--- config.mk ---
export PLATFORM = sky130hd
export DESIGN_NAME = nrisc_multicycle_ctrl
export DESIGN_NICKNAME = d
export VERILOG_FILES = /design/src/rtl/nrisc_multicycle_ctrl_pkg.sv /design/src/rtl/nrisc_multicycle_ctrl_decode.sv /design/src/rtl/nrisc_multicycle_ctrl.sv
export SDC_FILE = /design/constraint.sdc
export NUM_CORES = 1
export LEC_CHECK = 0
export ABC_AREA = 1
export CORE_UTILIZATION = 43
export CTS_BUF_LIST = sky130_fd_sc_hd__clkbuf_8
export DETAILED_ROUTE_END_ITERATION = 12
export PLACE_DENSITY_LB_ADDON = 0.05
export SLEW_MARGIN = 20
export SYNTH_ARGS = -nofsm -noshare
export SYNTH_HDL_FRONTEND = slang
export SYNTH_SLANG_ARGS = --single-unit
export TNS_END_PERCENT = 5
--- constraint.sdc ---
create_clock -name clock -period 2.3 [get_ports clock]
set_input_delay 0.69 -clock clock [delete_from_list [all_inputs] [get_ports clock]]
set_output_delay 0.69 -clock clock [all_outputs]
set_load 0.02 [all_outputs]
--- src/rtl/nrisc_multicycle_ctrl_pkg.sv ---
// Shared encodings for the nRisc multicycle controller: states, opcodes, writeback mux codes.
package nrisc_multicycle_ctrl_pkg;

  typedef enum logic [2:0] {
    S_FETCH  = 3'd0,
    S_DECODE = 3'd1,
    S_EXEC   = 3'd2,
    S_MEM    = 3'd3,
    S_WB     = 3'd4,
    S_HALTED = 3'd5
  } state_t;

  localparam logic [2:0] OP_ADD   = 3'd0;
  localparam logic [2:0] OP_SLL   = 3'd1;
  localparam logic [2:0] OP_STORE = 3'd2;
  localparam logic [2:0] OP_LOAD  = 3'd3;
  localparam logic [2:0] OP_ADDI  = 3'd4;
  localparam logic [2:0] OP_BEQ   = 3'd5;
  localparam logic [2:0] OP_SLT   = 3'd6;
  localparam logic [2:0] OP_HALT  = 3'd7;

  localparam logic [1:0] RS_MEM = 2'd0;
  localparam logic [1:0] RS_ALU = 2'd1;
  localparam logic [1:0] RS_SLT = 2'd2;

  typedef struct packed {
    logic [2:0] alu_op;
    logic       ula_src1;
    logic       ula_src2;
    logic [1:0] reg_src;
    logic       slt;
    logic [1:0] beq_regs;
  } ctrl_t;

endpackage

--- src/rtl/nrisc_multicycle_ctrl_decode.sv ---
// Opcode to datapath control decode; purely combinational, unknown opcodes give all-zero controls.
module nrisc_multicycle_ctrl_decode
  import nrisc_multicycle_ctrl_pkg::*;
(
  input  logic [2:0] opcode,
  output ctrl_t      ctrl
);

  always_comb begin
    ctrl = '0;
    case (opcode)
      OP_ADD:   ctrl = '{alu_op: 3'd0, ula_src1: 1'b0, ula_src2: 1'b1, reg_src: RS_ALU, slt: 1'b1, beq_regs: 2'd0};
      OP_SLL:   ctrl = '{alu_op: 3'd0, ula_src1: 1'b1, ula_src2: 1'b0, reg_src: RS_ALU, slt: 1'b1, beq_regs: 2'd0};
      OP_STORE: ctrl = '{alu_op: 3'd1, ula_src1: 1'b0, ula_src2: 1'b0, reg_src: RS_MEM, slt: 1'b1, beq_regs: 2'd0};
      OP_LOAD:  ctrl = '{alu_op: 3'd0, ula_src1: 1'b0, ula_src2: 1'b0, reg_src: RS_MEM, slt: 1'b1, beq_regs: 2'd0};
      OP_ADDI:  ctrl = '{alu_op: 3'd0, ula_src1: 1'b1, ula_src2: 1'b1, reg_src: RS_ALU, slt: 1'b1, beq_regs: 2'd0};
      OP_BEQ:   ctrl = '{alu_op: 3'd0, ula_src1: 1'b0, ula_src2: 1'b0, reg_src: RS_MEM, slt: 1'b1, beq_regs: 2'd0};
      OP_SLT:   ctrl = '{alu_op: 3'd0, ula_src1: 1'b1, ula_src2: 1'b1, reg_src: RS_SLT, slt: 1'b0, beq_regs: 2'd1};
      default:  ctrl = '0;
    endcase
  end

endmodule

--- src/rtl/nrisc_multicycle_ctrl.sv ---
// Multicycle FETCH/DECODE/EXEC/MEM/WB sequencer for the 8-bit nRisc core.
// Strobes are decoded from registered state and gated by enable; retired counts completed instructions.
module nrisc_multicycle_ctrl
  import nrisc_multicycle_ctrl_pkg::*;
#(
  parameter int INSTR_W = 8,
  parameter int CNT_W   = 16
) (
  input  logic               clock,
  input  logic               reset,
  input  logic               enable,
  input  logic               resume,
  input  logic [INSTR_W-1:0] instr,
  input  logic               mem_ready,
  input  logic               alu_zero,
  output logic               pc_write,
  output logic               ir_write,
  output logic               mem_read,
  output logic               mem_write,
  output logic               reg_write,
  output logic [2:0]         alu_op,
  output logic               ula_src1,
  output logic               ula_src2,
  output logic [1:0]         reg_src,
  output logic               branch,
  output logic               slt,
  output logic [1:0]         beq_regs,
  output logic               halted,
  output logic [2:0]         state,
  output logic [CNT_W-1:0]   retired
);

  state_t     st;
  logic [2:0] opcode;
  ctrl_t      dec;
  logic       act;
  logic       ctl_on;
  logic       unused_instr;

  assign unused_instr = ^instr[INSTR_W-4:0];

  nrisc_multicycle_ctrl_decode u_decode (
    .opcode (opcode),
    .ctrl   (dec)
  );

  always_ff @(posedge clock or posedge reset) begin
    if (reset) begin
      st      <= S_FETCH;
      opcode  <= '0;
      retired <= '0;
    end else if (enable) begin
      case (st)
        S_FETCH: begin
          if (mem_ready) begin
            opcode <= instr[INSTR_W-1 -: 3];
            st     <= S_DECODE;
          end
        end
        // Anything not a known executable opcode (including X/Z in simulation) halts.
        S_DECODE: begin
          case (opcode)
            OP_ADD, OP_SLL, OP_STORE, OP_LOAD, OP_ADDI, OP_BEQ, OP_SLT: st <= S_EXEC;
            default: st <= S_HALTED;
          endcase
        end
        S_EXEC: begin
          case (opcode)
            OP_STORE, OP_LOAD: st <= S_MEM;
            OP_BEQ: begin
              st      <= S_FETCH;
              retired <= retired + CNT_W'(1);
            end
            default: st <= S_WB;
          endcase
        end
        S_MEM: begin
          if (mem_ready) begin
            if (opcode == OP_STORE) begin
              st      <= S_FETCH;
              retired <= retired + CNT_W'(1);
            end else begin
              st <= S_WB;
            end
          end
        end
        S_WB: begin
          st      <= S_FETCH;
          retired <= retired + CNT_W'(1);
        end
        S_HALTED: begin
          if (resume) st <= S_FETCH;
        end
        default: st <= S_FETCH;
      endcase
    end
  end

  // Gating with reset keeps an in-flight write from being seen while reset is held.
  assign act = enable & ~reset;

  always_comb begin
    pc_write  = 1'b0;
    ir_write  = 1'b0;
    mem_read  = 1'b0;
    mem_write = 1'b0;
    reg_write = 1'b0;
    branch    = 1'b0;
    case (st)
      S_FETCH: begin
        mem_read = act;
        ir_write = act & mem_ready;
        pc_write = act & mem_ready;
      end
      S_EXEC: begin
        if (opcode == OP_BEQ) begin
          branch   = act;
          pc_write = act & alu_zero;
        end
      end
      S_MEM: begin
        mem_write = act & (opcode == OP_STORE);
        mem_read  = act & (opcode == OP_LOAD);
      end
      S_WB:    reg_write = act;
      default: ;
    endcase
  end

  assign ctl_on   = (st == S_EXEC) || (st == S_MEM) || (st == S_WB);
  assign alu_op   = ctl_on ? dec.alu_op   : 3'd0;
  assign ula_src1 = ctl_on ? dec.ula_src1 : 1'b0;
  assign ula_src2 = ctl_on ? dec.ula_src2 : 1'b0;
  assign reg_src  = ctl_on ? dec.reg_src  : 2'd0;
  assign slt      = ctl_on ? dec.slt      : 1'b0;
  assign beq_regs = ctl_on ? dec.beq_regs : 2'd0;
  assign halted   = (st == S_HALTED);
  assign state    = st;

endmodule
==> summary.md <==
| Metric | Value |
|---|---|
| Status | `finished, final reports clean` |
| Cell Chain, Critical Path | `clkdlybuf4s50_1 -> nand3_2 -> o21ai_2 -> buf_6` |
| Post-CTS setup buffer count | `0` |
| Critical path capture point type | `output port` |
| Gr ovfl total | `0` |
| Port Buffer Count | `41` |
| Cells after Synth | `233` |
| ANT cells | `0` |
| Cell Rows | `21` |
| Synth Register Bits | `22` |
| CTS tree | `done` |
| Detailed-route via count | `1591` |
| Cell Pwr Density | `869.0 nW/µm²` |
| Final Hold Slack | `0.5429 ns` |
| Max-Cap Viols | `0` |
| Largest net degree at the start of global routing | `23` |
| Synth area leader | `dfrtp_1` |
| Die footprint | `3825 µm²` |
| Worst skew pair latency | `0.26 ns` |
| CTS Buffer Depth | `2` |
| Critical path class | `in2out` |
| Htree depth | `1` |
| Vias/cell | `4.679` |
| Post-route ant nets | `0` |
| Nets | `310` |
| R2r endpoint | `retired[3]$_DFFE_PP0P_` |
| Crit path from | `mem_ready` |
| Hold crit path type | `reg2reg` |
| Maximum vdd drop | `0.0006424 V` |
| Critical path buffer and inverter count | `2` |
| P_sw | `0.8316 mW` |
| Chip Width | `61.85 µm` |
| Yosys warnings | `0` |
| Critical Path Max Stage Delay | `0.50 ns` |
| Core footprint | `3390 µm²` |
| Logic gate share of total power | `56.7%` |
| Power share of the clock group | `14.9%` |
| WL per Instance | `10.38 µm` |
| Die Ht | `61.85 µm` |
| Register area share after synthesis | `35.74%` |
| CP required | `1.61 ns` |
| Post-cts hold buffer count | `0` |
| Share of Yosys cell area claimed by the top area cell type | `35.74%` |
| Vias in the first global route | `1386` |
| Io pins | `50` |
| CTS Root Buffer Type | `clkbuf_8` |
| Initial antenna violation count | `0` |
| FF+latch area | `551.8 µm²` |
| 1st-iter DRT viols | `81` |
| RSZ-0062 raised after global routing | `true` |
| Worst Setup EP | `pc_write` |
| Switch share | `43.61%` |
| Synth area leaders | `dfrtp_1, nand2_1, nor2_1, inv_1, nand3_1` |
| Number of remaining DRC errors | `0` |
| Routability cong. | `0.8481` |
| Sequential Power Share | `28.4%` |
| Minimum clock period | `2.261 ns` |
| Filler cell count in the final layout | `295` |
| GR Util All Layers | `20.66%` |
| Dpl hpwl | `2691 µm` |
| Layout cells sized above 1 | `18.71%` |
| Cell-internal power | `1.075 mW` |
| Commonest non-fill, non-tap cell in the layout | `nand2_1` |
| Routed WL | `3530 µm` |
| CP max stage cell | `clkdlybuf4s50_1` |
| Yosys cell types | `24` |
| R2R Path Start | `state[0]$_DFFE_PP0P_` |
| Tcrit/Tclk final | `98.28%` |
| Fmax achieved | `442.4 MHz` |
| Inserted Clock Buffers | `3` |
| Drt first pass iters | `4` |
| Critical path depth | `4` |
| R2R depth | `11` |
| Worst Setup Start Kind | `input pin` |
| Setup TNS | `0 ns` |
| Post-cts sizing count | `46` |
| Syn-to-layout area delta | `42.49%` |
| Hold violation count in the final report | `0` |
| Clock skew | `0.004566 ns` |
| Post-Syn Area | `1540 µm²` |
| Post-Synthesis Mean Instance Area | `6.610 µm²` |
| Final setup fails | `0` |
| Cell leakage power | `1.128 nW` |
| Top delay family on crit path | `buffers and inverters` |
| Commonest cells after routing, fill and taps aside | `nand2_1, nor2_1, clkdlybuf4s50_1, inv_1` |
| First-pass GRT wire length | `5878 µm` |
| Clock transition at the registers of the reported paths | `0.08 ns` |
| Worst R2R Setup Slack | `0.75 ns` |
| Clock Sinks | `22` |
| Crit-path max FO | `3` |
| Final slew viol count | `0` |
| Area of the multi-input gates | `883.3 µm²` |
| Initial Utilization | `45.44%` |
| Worst Path Arrival | `1.57 ns` |
## power groups by stage
| stage | clock (mW) | combinational [mW] | sequential [mW] |
|---|---|---|---|
| 3_3_place_gp | 0 | 1.10 | 0.545 |
| 6_report | 0.285 | 1.08 | 0.541 |
| 2_1_floorplan | 0 | 0.564 | 0.613 |
| 3_5_place_dp | 0 | 1.10 | 0.544 |
| 5_1_grt | 0.305 | 1.20 | 0.553 |
| 4_1_cts | 0.286 | 1.09 | 0.538 |
## cell usage after synthesis (all sizes together)
library cell	instances
a21oi	5
buf	7
conb	1
dfrtp	22
ha	1
inv	26
nand2	94
nand3	18
nand3b	2
nand4	7
nor2	29
nor3	3
nor4	1
o21ai	10
xnor2	4
xor2	3
## metal layers
| layer | global-route usage [%] | wire (µm) | vias to the layer above |
|---|---|---|---|
| li1 | - | - | 844 |
| met1 | 25.38 | 1612 | 710 |
| met2 | 36.10 | 1746 | 32 |
| met3 | 4.348 | 128 | 5 |
| met4 | 6.667 | 43 | 0 |
| met5 | 0 | 0 | - |
## area by class of cell
class	instances	share of cell area [%]
Clock buffer	4	2.509
Tap cell	46	2.623
Timing Repair Buffer	62	24.86
Sequential cell	22	25.14
Inverter	26	4.618
Multi-Input combinational cell	180	40.25
## through the flow
step | setup slack [ns] | instances | instance area, µm² | power, mW | util [%]
detailed placement | -0.6628 | 336 | 2153 | 1.649 | 63.53
global route | -0.05495 | 340 | 2195 | 2.058 | 64.75
finish | 0.03945 | 340 | 2195 | 1.907 | 64.75
CTS | -0.03490 | 340 | 2208 | 1.913 | 65.15
floorplan | -0.03749 | 235 | 1573 | 1.177 | -
global placement | -0.6350 | 336 | 2153 | 1.642 | 63.53
## kinds of logic after synthesis
kind of cell / count (synthesis) / share of synthesized area [%]
buf+inv: 33 / 10.07
simple gates: 154 / 44.27
flops: 22 / 35.74
fa+ha+maj: 1 / 0.8122
compound gates: 15 / 4.874
other cells: 1 / 0.2435
xor+xnor: 7 / 3.981
## registers in the layout, indices dropped and copies added (netlist names)
name     flops
opcode       3
retired     16
state        3
## how the worst min path moves through the flow
stage               slack (ns)                       to                     from  cells after the start
finish                    0.54  retired[15]$_DFFE_PP0P_  retired[15]$_DFFE_PP0P_                      2
global route              0.59  retired[15]$_DFFE_PP0P_  retired[15]$_DFFE_PP0P_                      2
CTS                       0.54  retired[15]$_DFFE_PP0P_  retired[15]$_DFFE_PP0P_                      2
detailed placement        0.52  retired[15]$_DFFE_PP0P_  retired[15]$_DFFE_PP0P_                      2
global placement          0.51  retired[15]$_DFFE_PP0P_  retired[15]$_DFFE_PP0P_                      2
floorplan                 0.56    opcode[0]$_DFFE_PP0P_                    reset                      1
## worst register-to-register path: stages (launching register included)
cell     delay (ns)
dfrtp_1        0.39
buf_4          0.16
inv_1          0.08
buf_4          0.12
nand2_1        0.05
nor2_1         0.16
nand2_2        0.11
nand3_2        0.10
nor2_4         0.04
buf_12         0.14
nand2_1        0.06
nand2_1        0.05
Power figures use the tool's default switching activity.
